## config.mk

```make
export PLATFORM = sky130hd
export DESIGN_NAME = dram_cmd_ctrl
export DESIGN_NICKNAME = d
export VERILOG_FILES = /design/src/rtl/dram_cmd_ctrl.sv
export SDC_FILE = /design/constraint.sdc
export NUM_CORES = 1
export LEC_CHECK = 0
export BUFFER_PORTS_ARGS = -buffer_cell sky130_fd_sc_hd__buf_2
export CORE_MARGIN = 5
export CORE_UTILIZATION = 45
export DETAILED_ROUTE_END_ITERATION = 10
export PLACE_DENSITY = 0.61
export SETUP_SLACK_MARGIN = 0.02
export SKIP_LAST_GASP = 1
export SYNTH_ARGS = -nofsm -noshare
export SYNTH_HDL_FRONTEND = slang
export SYNTH_SLANG_ARGS = --single-unit
```

## constraint.sdc

```tcl
create_clock -name divclk -period 4.9 [get_ports divclk]
set_input_delay 0.245 -clock divclk [delete_from_list [all_inputs] [get_ports divclk]]
set_output_delay 0.245 -clock divclk [all_outputs]
set_load 0.02 [all_outputs]
```

## src/rtl/dram_cmd_ctrl.sv

```systemverilog
// dram_cmd_ctrl: DDR3 init, periodic refresh and closed-page single-request command sequencer
module dram_cmd_ctrl #(
  parameter int W = 2,
  parameter int ROW_W = 16,
  parameter int COL_W = 10,
  parameter int T_RST = 50000,
  parameter int T_CKE = 125000,
  parameter int T_XPR = 64,
  parameter int T_MRD = 4,
  parameter int T_ZQINIT = 128,
  parameter int T_RCD = 3,
  parameter int T_RDA = 8,
  parameter int T_WRA = 12,
  parameter int T_RFC = 40,
  parameter int T_REFI = 1950,
  parameter logic [15:0] MR0 = 16'h0,
  parameter logic [15:0] MR1 = 16'h0,
  parameter logic [15:0] MR2 = 16'h0,
  parameter logic [15:0] MR3 = 16'h0
) (
  input  logic divclk,
  input  logic reset,
  input  logic req_valid,
  output logic req_ready,
  input  logic req_write,
  input  logic [2+ROW_W+COL_W:0] req_addr,
  output logic init_done,
  output logic reset_n,
  output logic cke,
  output logic cs_n,
  output logic ras_n,
  output logic cas_n,
  output logic we_n,
  output logic [2:0] ba,
  output logic [15:0] addr,
  output logic odt,
  output logic wr_en,
  output logic rd_en
);
  localparam logic [3:0] NOP = 4'b0111, ACT = 4'b0011, RD = 4'b0101, WR = 4'b0100;
  localparam logic [3:0] REF = 4'b0001, MRS = 4'b0000, ZQCL = 4'b0110;
  typedef enum logic [3:0] {
    S_RST_LOW, S_CKE_WAIT, S_XPR, S_MRS2, S_MRS3, S_MRS1, S_MRS0, S_ZQ, S_IDLE, S_RCD, S_REC, S_RFC
  } state_t;
  state_t state;
  logic [3:0] cmd;
  logic [31:0] cnt, refcnt;
  logic [2:0] odt_cnt, bank_q;
  logic [COL_W-1:0] col_q;
  logic pending, wr_q, ref_exp;
  assign {cs_n, ras_n, cas_n, we_n} = cmd;
  assign ref_exp = init_done && refcnt == 32'(T_REFI - 1);
  assign req_ready = state == S_IDLE && init_done && !pending;
  // Each state is the wait that follows the command issued on entry; cnt holds the remaining cycles.
  always_ff @(posedge divclk) begin
    if (reset) begin
      state <= S_RST_LOW;
      cnt <= 32'(T_RST - 1);
      reset_n <= 1'b0;
      cke <= 1'b0;
      cmd <= NOP;
      ba <= '0;
      addr <= '0;
      odt <= 1'b0;
      odt_cnt <= '0;
      wr_en <= 1'b0;
      rd_en <= 1'b0;
      init_done <= 1'b0;
      refcnt <= '0;
      pending <= 1'b0;
      wr_q <= 1'b0;
      bank_q <= '0;
      col_q <= '0;
    end else begin
      cmd <= NOP;
      ba <= '0;
      addr <= '0;
      wr_en <= 1'b0;
      rd_en <= 1'b0;
      cnt <= cnt != 0 ? cnt - 1 : cnt;
      refcnt <= ref_exp ? '0 : init_done ? refcnt + 1 : refcnt;
      pending <= ref_exp || (pending && state != S_IDLE);
      odt_cnt <= odt_cnt != 0 ? odt_cnt - 1 : odt_cnt;
      odt <= odt_cnt != 0;
      case (state)
        S_RST_LOW: if (cnt == 0) begin
          reset_n <= 1'b1;
          cnt <= 32'(T_CKE - 1);
          state <= S_CKE_WAIT;
        end
        S_CKE_WAIT: if (cnt == 0) begin
          cke <= 1'b1;
          cnt <= 32'(T_XPR - 1);
          state <= S_XPR;
        end
        S_XPR: if (cnt == 0) begin
          cmd <= MRS;
          ba <= 3'd2;
          addr <= MR2;
          cnt <= 32'(T_MRD - 1);
          state <= S_MRS2;
        end
        S_MRS2: if (cnt == 0) begin
          cmd <= MRS;
          ba <= 3'd3;
          addr <= MR3;
          cnt <= 32'(T_MRD - 1);
          state <= S_MRS3;
        end
        S_MRS3: if (cnt == 0) begin
          cmd <= MRS;
          ba <= 3'd1;
          addr <= MR1;
          cnt <= 32'(T_MRD - 1);
          state <= S_MRS1;
        end
        S_MRS1: if (cnt == 0) begin
          cmd <= MRS;
          ba <= 3'd0;
          addr <= MR0;
          cnt <= 32'(T_MRD - 1);
          state <= S_MRS0;
        end
        S_MRS0: if (cnt == 0) begin
          cmd <= ZQCL;
          addr <= 16'h0400;
          cnt <= 32'(T_ZQINIT - 1);
          state <= S_ZQ;
        end
        S_ZQ: if (cnt == 0) begin
          init_done <= 1'b1;
          state <= S_IDLE;
        end
        S_IDLE: if (pending) begin
          cmd <= REF;
          cnt <= 32'(T_RFC - 1);
          state <= S_RFC;
        end else if (req_valid && init_done) begin
          cmd <= ACT;
          ba <= req_addr[2+ROW_W+COL_W -: 3];
          addr <= 16'(req_addr[ROW_W+COL_W-1 -: ROW_W]);
          wr_q <= req_write;
          bank_q <= req_addr[2+ROW_W+COL_W -: 3];
          col_q <= req_addr[COL_W-1:0];
          cnt <= 32'(T_RCD - 1);
          state <= S_RCD;
        end
        // Column command with auto-precharge (A10) and fixed BL8 (A12).
        S_RCD: if (cnt == 0) begin
          cmd <= wr_q ? WR : RD;
          ba <= bank_q;
          addr <= 16'(col_q) | 16'h1400;
          wr_en <= wr_q;
          rd_en <= !wr_q;
          odt <= wr_q ? 1'b1 : odt_cnt != 0;
          odt_cnt <= wr_q ? 3'd5 : odt_cnt;
          cnt <= wr_q ? 32'(T_WRA - 1) : 32'(T_RDA - 1);
          state <= S_REC;
        end
        default: if (cnt == 0) state <= S_IDLE;
      endcase
    end
  end
endmodule

```

==> results of run 1 <==
==> area by class of cell <==
type	instances	area, um^2
fillers	1095	5220
multi-input cells	472	2710
flip-flops and latches	114	2280
clock buffers	21	440
repair buffers	65	335
well taps	143	179
clock inverters	11	161
inverters	13	48.8
==> metal layers <==
metal  GRT usage, %  up-vias  share of wire [%]
li1               -     2299                  -
met1           23.4     2094                 47
met2           27.2      125                 46
met3           5.72       14                5.9
met4           7.03        0                1.4
met5              0        -                  0
==> worst paths after layout <==
kind | startpoint | end | cells past startpoint
worst min-delay path | req_addr[25] | addr[15] | 2
worst max register to register | cnt[1] | cnt[7] | 9
worst min register to register | reset_n | reset_n | 2
worst max-delay path | cnt[1] | cnt[7] | 9
==> power breakdown <==
| part | switching (mW) | internal, mW | total [mW] | leakage [nW] |
|---|---|---|---|---|
| logic | 0.0797 | 0.0597 | 0.139 | 1.11 |
| registers | 0.0159 | 0.948 | 0.964 | 0.920 |
| clock network | 0.416 | 0.845 | 1.26 | 0.295 |
| total | 0.511 | 1.85 | 2.36 | 2.32 |
==> worst max-delay path, delay by kind of cell, from the launching register on <==
kind | cells | cell delay (ns)
DFF | 1 | 0.33
and+or+nand+nor | 5 | 2.15
buffers and inverters | 2 | 0.42
AOI/OAI and AO/OA | 1 | 0.41
adders and majority gates | 1 | 0.21
==> cells in the mapped netlist, types with 2 or more instances <==
| cell type | number |
|---|---|
| nor2b_1 | 6 |
| nand4_1 | 15 |
| nand2b_1 | 4 |
| xnor2_1 | 19 |
| nor3_1 | 15 |
| nand3_1 | 19 |
| o311ai_0 | 2 |
| or4_1 | 12 |
| o21ai_0 | 14 |
| dfxtp_1 | 114 |
| buf_2 | 4 |
| nand2_1 | 75 |
| o22ai_1 | 2 |
| o31ai_1 | 4 |
| nor4b_1 | 3 |
| nor2_1 | 106 |
| and3_1 | 11 |
| a31oi_1 | 8 |
| nor4_1 | 10 |
| clkbuf_1 | 29 |
| inv_1 | 12 |
| nor3b_1 | 2 |
| ha_1 | 6 |
| buf_4 | 3 |
| a21oi_1 | 43 |
| and4_1 | 2 |
| a22oi_1 | 12 |
| a21o_1 | 2 |
| or3_1 | 5 |
| a211oi_1 | 4 |
| a221oi_1 | 4 |
| or2_2 | 6 |
| o21bai_1 | 4 |
| and2_1 | 2 |
| buf_6 | 2 |
| nand3b_1 | 4 |
| xor2_1 | 36 |
==> state kept, by name (all words and copies together) (netlist names) <==
register	flops
odt_cnt	3
wr_en	1
init_done	1
ba	3
col_q	10
wr_q	1
pending	1
bank_q	3
state	4
cke	1
reset_n	1
addr	16
refcnt	32
cnt	32
rd_en	1
cmd	3
odt	1
==> stage by stage <==
stage / hold WS (ns) / utilization (%)
floorplan: 0.381 / -
global placement: 0.433 / 48.8
detailed placement: 0.439 / 48.8
CTS: 0.0420 / 54.1
global route: 0.0475 / 54.1
finish: 0.0661 / 54.1
==> cells by family (layout without fill, tap and decap cells) <==
kind of cell | count (synthesis) | in the layout | share of synthesized area [%]
AOI/OAI and AO/OA | 106 | 106 | 12.7
other | 1 | 1 | 0.0721
adders and majority gates | 6 | 6 | 1.44
xor gates and xnor gates | 55 | 55 | 9.26
and+or+nand+nor | 303 | 303 | 28.1
muxes | 1 | 1 | 0.216
DFF | 114 | 114 | 43.9
buffers and inverters | 52 | 110 | 4.35
==> impl_results.md, run 1 <==
* Setup TNS at 0 ns
* Syn_area_per_cell at 8.16 um^2
* Post-Layout Cell Count at 839
* WP data required at 5.18 ns
* Post-synth EDFFs at 0
* Clk_skew at 0.00801 ns
* Most frequent cells in the layout: dfxtp_1, nor2_1, nand2_1, buf_2, a21oi_1
* Vias per cell at 5.40
* CTS Hold Bufs at 0
* CTS root buffer: clkbuf_16
* Number of global-route vias before repair at 4346
* Synth Warn # at 0
* Total CTS buffers at 17
* Commonest non-fill, non-tap cell in the layout: dfxtp_1
* Final number of setup-violating endpoints at 0
* Worst Setup End Kind: register
* Mapped cell area at 0.00520 mm^2
* RSZ-0062 raised after global routing: false
* Post-cts sizing count at 0
* Gate Count Post-Synth at 638
* Routed WL per cell at 14.3 um
* Status: completed
* Ys flop type: dfxtp_1
* Setup WS pre-CTS at 1.26 ns
* Maximum fanout along the worst path at 29
* Sequence of cells on the critical path: inv_1, ha_1, or4b_1, or4_4, nor3_4, inv_2, a211oi_1, or2_2, nor2_1
* GR Util All Layers at 17.8%
* PortBufs at 61
* Via count at 4532
* Worst-Skew Late Latency at 0.41 ns
* HP Class: input port to register
* First-pass GRT wire length at 20600 um
* DP Area at 0.00555 mm^2
* Final HPWL DP at 8230 um
* Max-slew violation count at 0
* Final Cycle Share at 74.5%
* Reg-to-reg slack, setup at 1.25 ns
* Die width at 118 um
* Total power at 2.36 mW
* Max-slew headroom at 23.2%
* Crit Path Category: register to register
* Worst path slowest cell: or4b_1
* CTS Sinks at 114
* Remaining Overflow, GRT at 0
* Pwr/cell area at 384 mW/mm^2
* Final hold violation count at 0
* Slowest stage delay, CP at 0.57 ns
* Sequential cell area fraction in the yosys report at 43.9%
* Core area at 0.0114 mm^2
* Max VDD drop at 0.438 mV
* WL final at 12000 um
* Remaining DRCs at 0
* Initial antenna violation count at 0
* Synth Net Count at 677
* Fmax at 274 MHz
* Initial core utilization at 45.8%
* DR pass1 iterations at 5
* Design area at 0.00615 mm^2
* Antenna Nets Post-Route at 0
* Pleak at 2.32 nW
* Leading area contributor after synthesis: dfxtp_1
* Die H at 118 um
* Top post-synthesis cells by area: dfxtp_1, nor2_1, xor2_1
* Clock slew at reported path FFs at 0.05 ns
* Worst setup SP type: register
* # Post-CTS Setup Buffers at 0
* Final net count at 722
* CTS Buffer Depth at 2
* Clock period minus worst slack at 3.65 ns
* Largest net degree at the start of global routing at 48
* #FFs+latches synth at 114
* Final worst slack at 1.25 ns
* Row count at 39
* Asr flop ratio synth at 0%
* First DRT Iteration DRCs at 353
* CTS tree: yes
* Diode count at 0
* Top cell type's share of synthesized area at 43.9%
* Layout cells sized above 1 at 15.4%
* Crit path DAT at 3.94 ns
* Htree depth at 4
* Netlist cell types at 54
* Top-level I/O count at 63
* Inst Count DP at 807
* Die area at 0.0138 mm^2
* Max_cap viols at 0
* Synth-to-Final Area Change at 18.2%
* Routability cong. at 0.873
* Worst-Margin Slew at 1.14 ns
Power figures use the tool's default switching activity.
==> run 2, diff against run 1 <==
--- a/config.mk
+++ b/config.mk
@@ -9,7 +9,7 @@
 export CORE_MARGIN = 5
 export CORE_UTILIZATION = 45
 export DETAILED_ROUTE_END_ITERATION = 10
-export PLACE_DENSITY = 0.61
+export PLACE_DENSITY = 0.64
 export SETUP_SLACK_MARGIN = 0.02
 export SKIP_LAST_GASP = 1
 export SYNTH_ARGS = -nofsm -noshare
==> constraint.sdc (replaced) <==
create_clock -name divclk -period 3.3 [get_ports divclk]
set_input_delay 0.165 -clock divclk [delete_from_list [all_inputs] [get_ports divclk]]
set_output_delay 0.165 -clock divclk [all_outputs]
set_load 0.02 [all_outputs]
==> run 2 against run 1 <==
Non-clock buffer count up 25. Via count increased by 3.1%. Fmax rose by 23%. First-iteration DRC count down 37%. Critical path depth did not move. Clock skew rose by 0.0033 ns. Wire length up 5.1%. Combinational power rose by 60%. Critical endpoint is now cnt[10]. Largest cell class unchanged.
==> impl_results.md, run 2 (synthesis results as in run 1) <==
* PortBufs at 61 (unchanged)
* Most frequent cells in the layout: dfxtp_1, nor2_1, nand2_1, buf_2, a21oi_1 (unchanged)
* Max-slew violation count at 0 (unchanged)
* Final number of setup-violating endpoints at 0 (unchanged)
* CTS root buffer: clkbuf_16 (unchanged)
* Total power at 3.57 mW (was 2.36 mW)
* Slowest stage delay, CP at 0.54 ns (was 0.57 ns)
* Number of global-route vias before repair at 4678 (was 4346)
* Layout cells sized above 1 at 16.2% (was 15.4%)
* Maximum fanout along the worst path at 18 (was 29)
* Max VDD drop at 0.596 mV (was 0.438 mV)
* Routability cong. at 0.855 (was 0.873)
* Die H at 118 um (unchanged)
* RR Startpoint: cnt[0] (was cnt[1])
* Worst-Skew Late Latency at 0.41 ns (about the same)
* Final core occ at 56.3% (was 54.1%)
* Worst Hold Launch: req_addr[17] (was req_addr[25])
* WL final at 12600 um (was 12000 um)
* Clk_skew at 0.0113 ns (was 0.00801 ns)
* Vias per cell at 5.41 (was 5.40)
* Antenna Nets Post-Route at 0 (unchanged)
* # Post-CTS Setup Buffers at 0 (unchanged)
* Initial antenna violation count at 0 (unchanged)
* Die area at 0.0138 mm^2 (unchanged)
* Pwr/cell area at 558 mW/mm^2 (was 384 mW/mm^2)
* Worst path slowest cell: or4_4 (was or4b_1)
* Synth-to-Final Area Change at 23.0% (was 18.2%)
* Diode count at 0 (unchanged)
* Largest registers: cnt x32, refcnt x32, addr x16 (unchanged)
* Core area at 0.0114 mm^2 (unchanged)
* CTS tree: yes (unchanged)
* Initial core utilization at 45.8% (unchanged)
* Worst-Margin Slew at 0.859 ns (was 1.14 ns)
* Crit path DAT at 3.27 ns (was 3.94 ns)
* Via count at 4674 (was 4532)
* Worst Setup End Kind: register (unchanged)
* Remaining Overflow, GRT at 0 (unchanged)
* Total CTS buffers at 17 (unchanged)
* Final net count at 747 (was 722)
* HP Class: input port to register (unchanged)
* Status: completed (unchanged)
* Top-level I/O count at 63 (unchanged)
* Largest net degree at the start of global routing at 48 (unchanged)
* Row count at 39 (unchanged)
* Crit Path Category: register to register (unchanged)
* First DRT Iteration DRCs at 221 (was 353)
* Max-slew headroom at 42.7% (was 23.2%)
* Final hold violation count at 0 (unchanged)
* Max_cap viols at 0 (unchanged)
* Worst setup SP type: register (unchanged)
* GR Util All Layers at 18.9% (was 17.8%)
* Htree depth at 4 (unchanged)
* CTS Buffer Depth at 2 (unchanged)
* CP startpoint: cnt[0] (was cnt[1])
* First-pass GRT wire length at 22100 um (was 20600 um)
* DR pass1 iterations at 5 (unchanged)
* Clock slew at reported path FFs at 0.05 ns (about the same)
* Fmax at 336 MHz (was 274 MHz)
* Commonest non-fill, non-tap cell in the layout: dfxtp_1 (unchanged)
* Remaining DRCs at 0 (unchanged)
* FILL cells at 1027 (was 1095)
* Final Cycle Share at 90.3% (was 74.5%)
* Pleak at 2.44 nW (was 2.32 nW)
* Sequence of cells on the critical path: inv_1, ha_1, or4b_1, or4_4, nor3_4, inv_2, a211oi_1, or2_4, nor2_1 (was inv_1, ha_1, or4b_1, or4_4, nor3_4, inv_2, a211oi_1, or2_2, nor2_1)
* Die width at 118 um (unchanged)
* RSZ-0062 raised after global routing: false (unchanged)
* CTS Sinks at 114 (unchanged)
* Setup TNS at 0 ns (unchanged)
* Final HPWL DP at 8450 um (was 8230 um)
* Clock period minus worst slack at 2.98 ns (was 3.65 ns)
* WP data required at 3.59 ns (was 5.18 ns)
* Routed WL per cell at 14.6 um (was 14.3 um)
==> run 2: final cells by class <==
type	count	area, um^2	share of cell area (%)
clock buffer	22	464	7.25
multi-input combinational	472	2710	42.3
tap	143	179	2.79
timing repair buffer	90	563	8.79
clock inverter	10	156	2.44
inverter	13	48.8	0.762
sequential	114	2280	35.6
==> run 2: power by group <==
part           total (mW)  internal [mW]  switching, mW
registers            1.43           1.41         0.0241
clock network        1.92           1.30          0.622
logic               0.223          0.102          0.121
==> run 2: path summary, 6_finish.rpt <==
check,slack [ns],cells past startpoint,to
worst max-delay path,0.32,9,cnt[10]
worst max register to register,0.32,9,cnt[10]
worst min register to register,0.45,2,col_q[9]
worst min-delay path,0.005,3,addr[7]
==> run 2: metrics by stage <==
| stage | hold WS, ns | cells | worst slack, ns | cell area [um^2] |
|---|---|---|---|---|
| 6_report | 0.00460 | 864 | 0.322 | 6400 |
| 5_1_grt | 0.00806 | 864 | 0.0942 | 6400 |
| 4_1_cts | 0.00148 | 864 | 0.221 | 6400 |
| 3_5_place_dp | 0.392 | 816 | 0.249 | 5620 |
| 3_3_place_gp | 0.389 | 816 | 0.387 | 5620 |
| 2_1_floorplan | 0.301 | 638 | 0.392 | 5200 |
==> run 2: worst max-delay path, delay by kind of cell, from the launching register on <==
| kind | cells | cell delay [ns] |
|---|---|---|
| AO/OA/AOI/OAI | 1 | 0.42 |
| adder cells (fa/ha/maj) | 1 | 0.21 |
| buffers and inverters | 2 | 0.23 |
| AND/OR/NAND/NOR | 5 | 1.65 |
| flip-flops | 1 | 0.33 |
==> run 2: timing repair <==
action | in CTS | in global routing
setup endpoints to repair | 0 | 4
gates resized for setup | 0 | 1
hold endpoints to repair | 16 | 0
hold buffers | 16 | 0
==> run 2: layer usage <==
metal	GRT usage, %	share of wire (%)	vias to the layer above
met5	0	0	-
met4	7.74	2.3	0
met3	4.76	4.4	21
met2	30.7	49	95
met1	24.0	45	2213
li1	-	-	2345
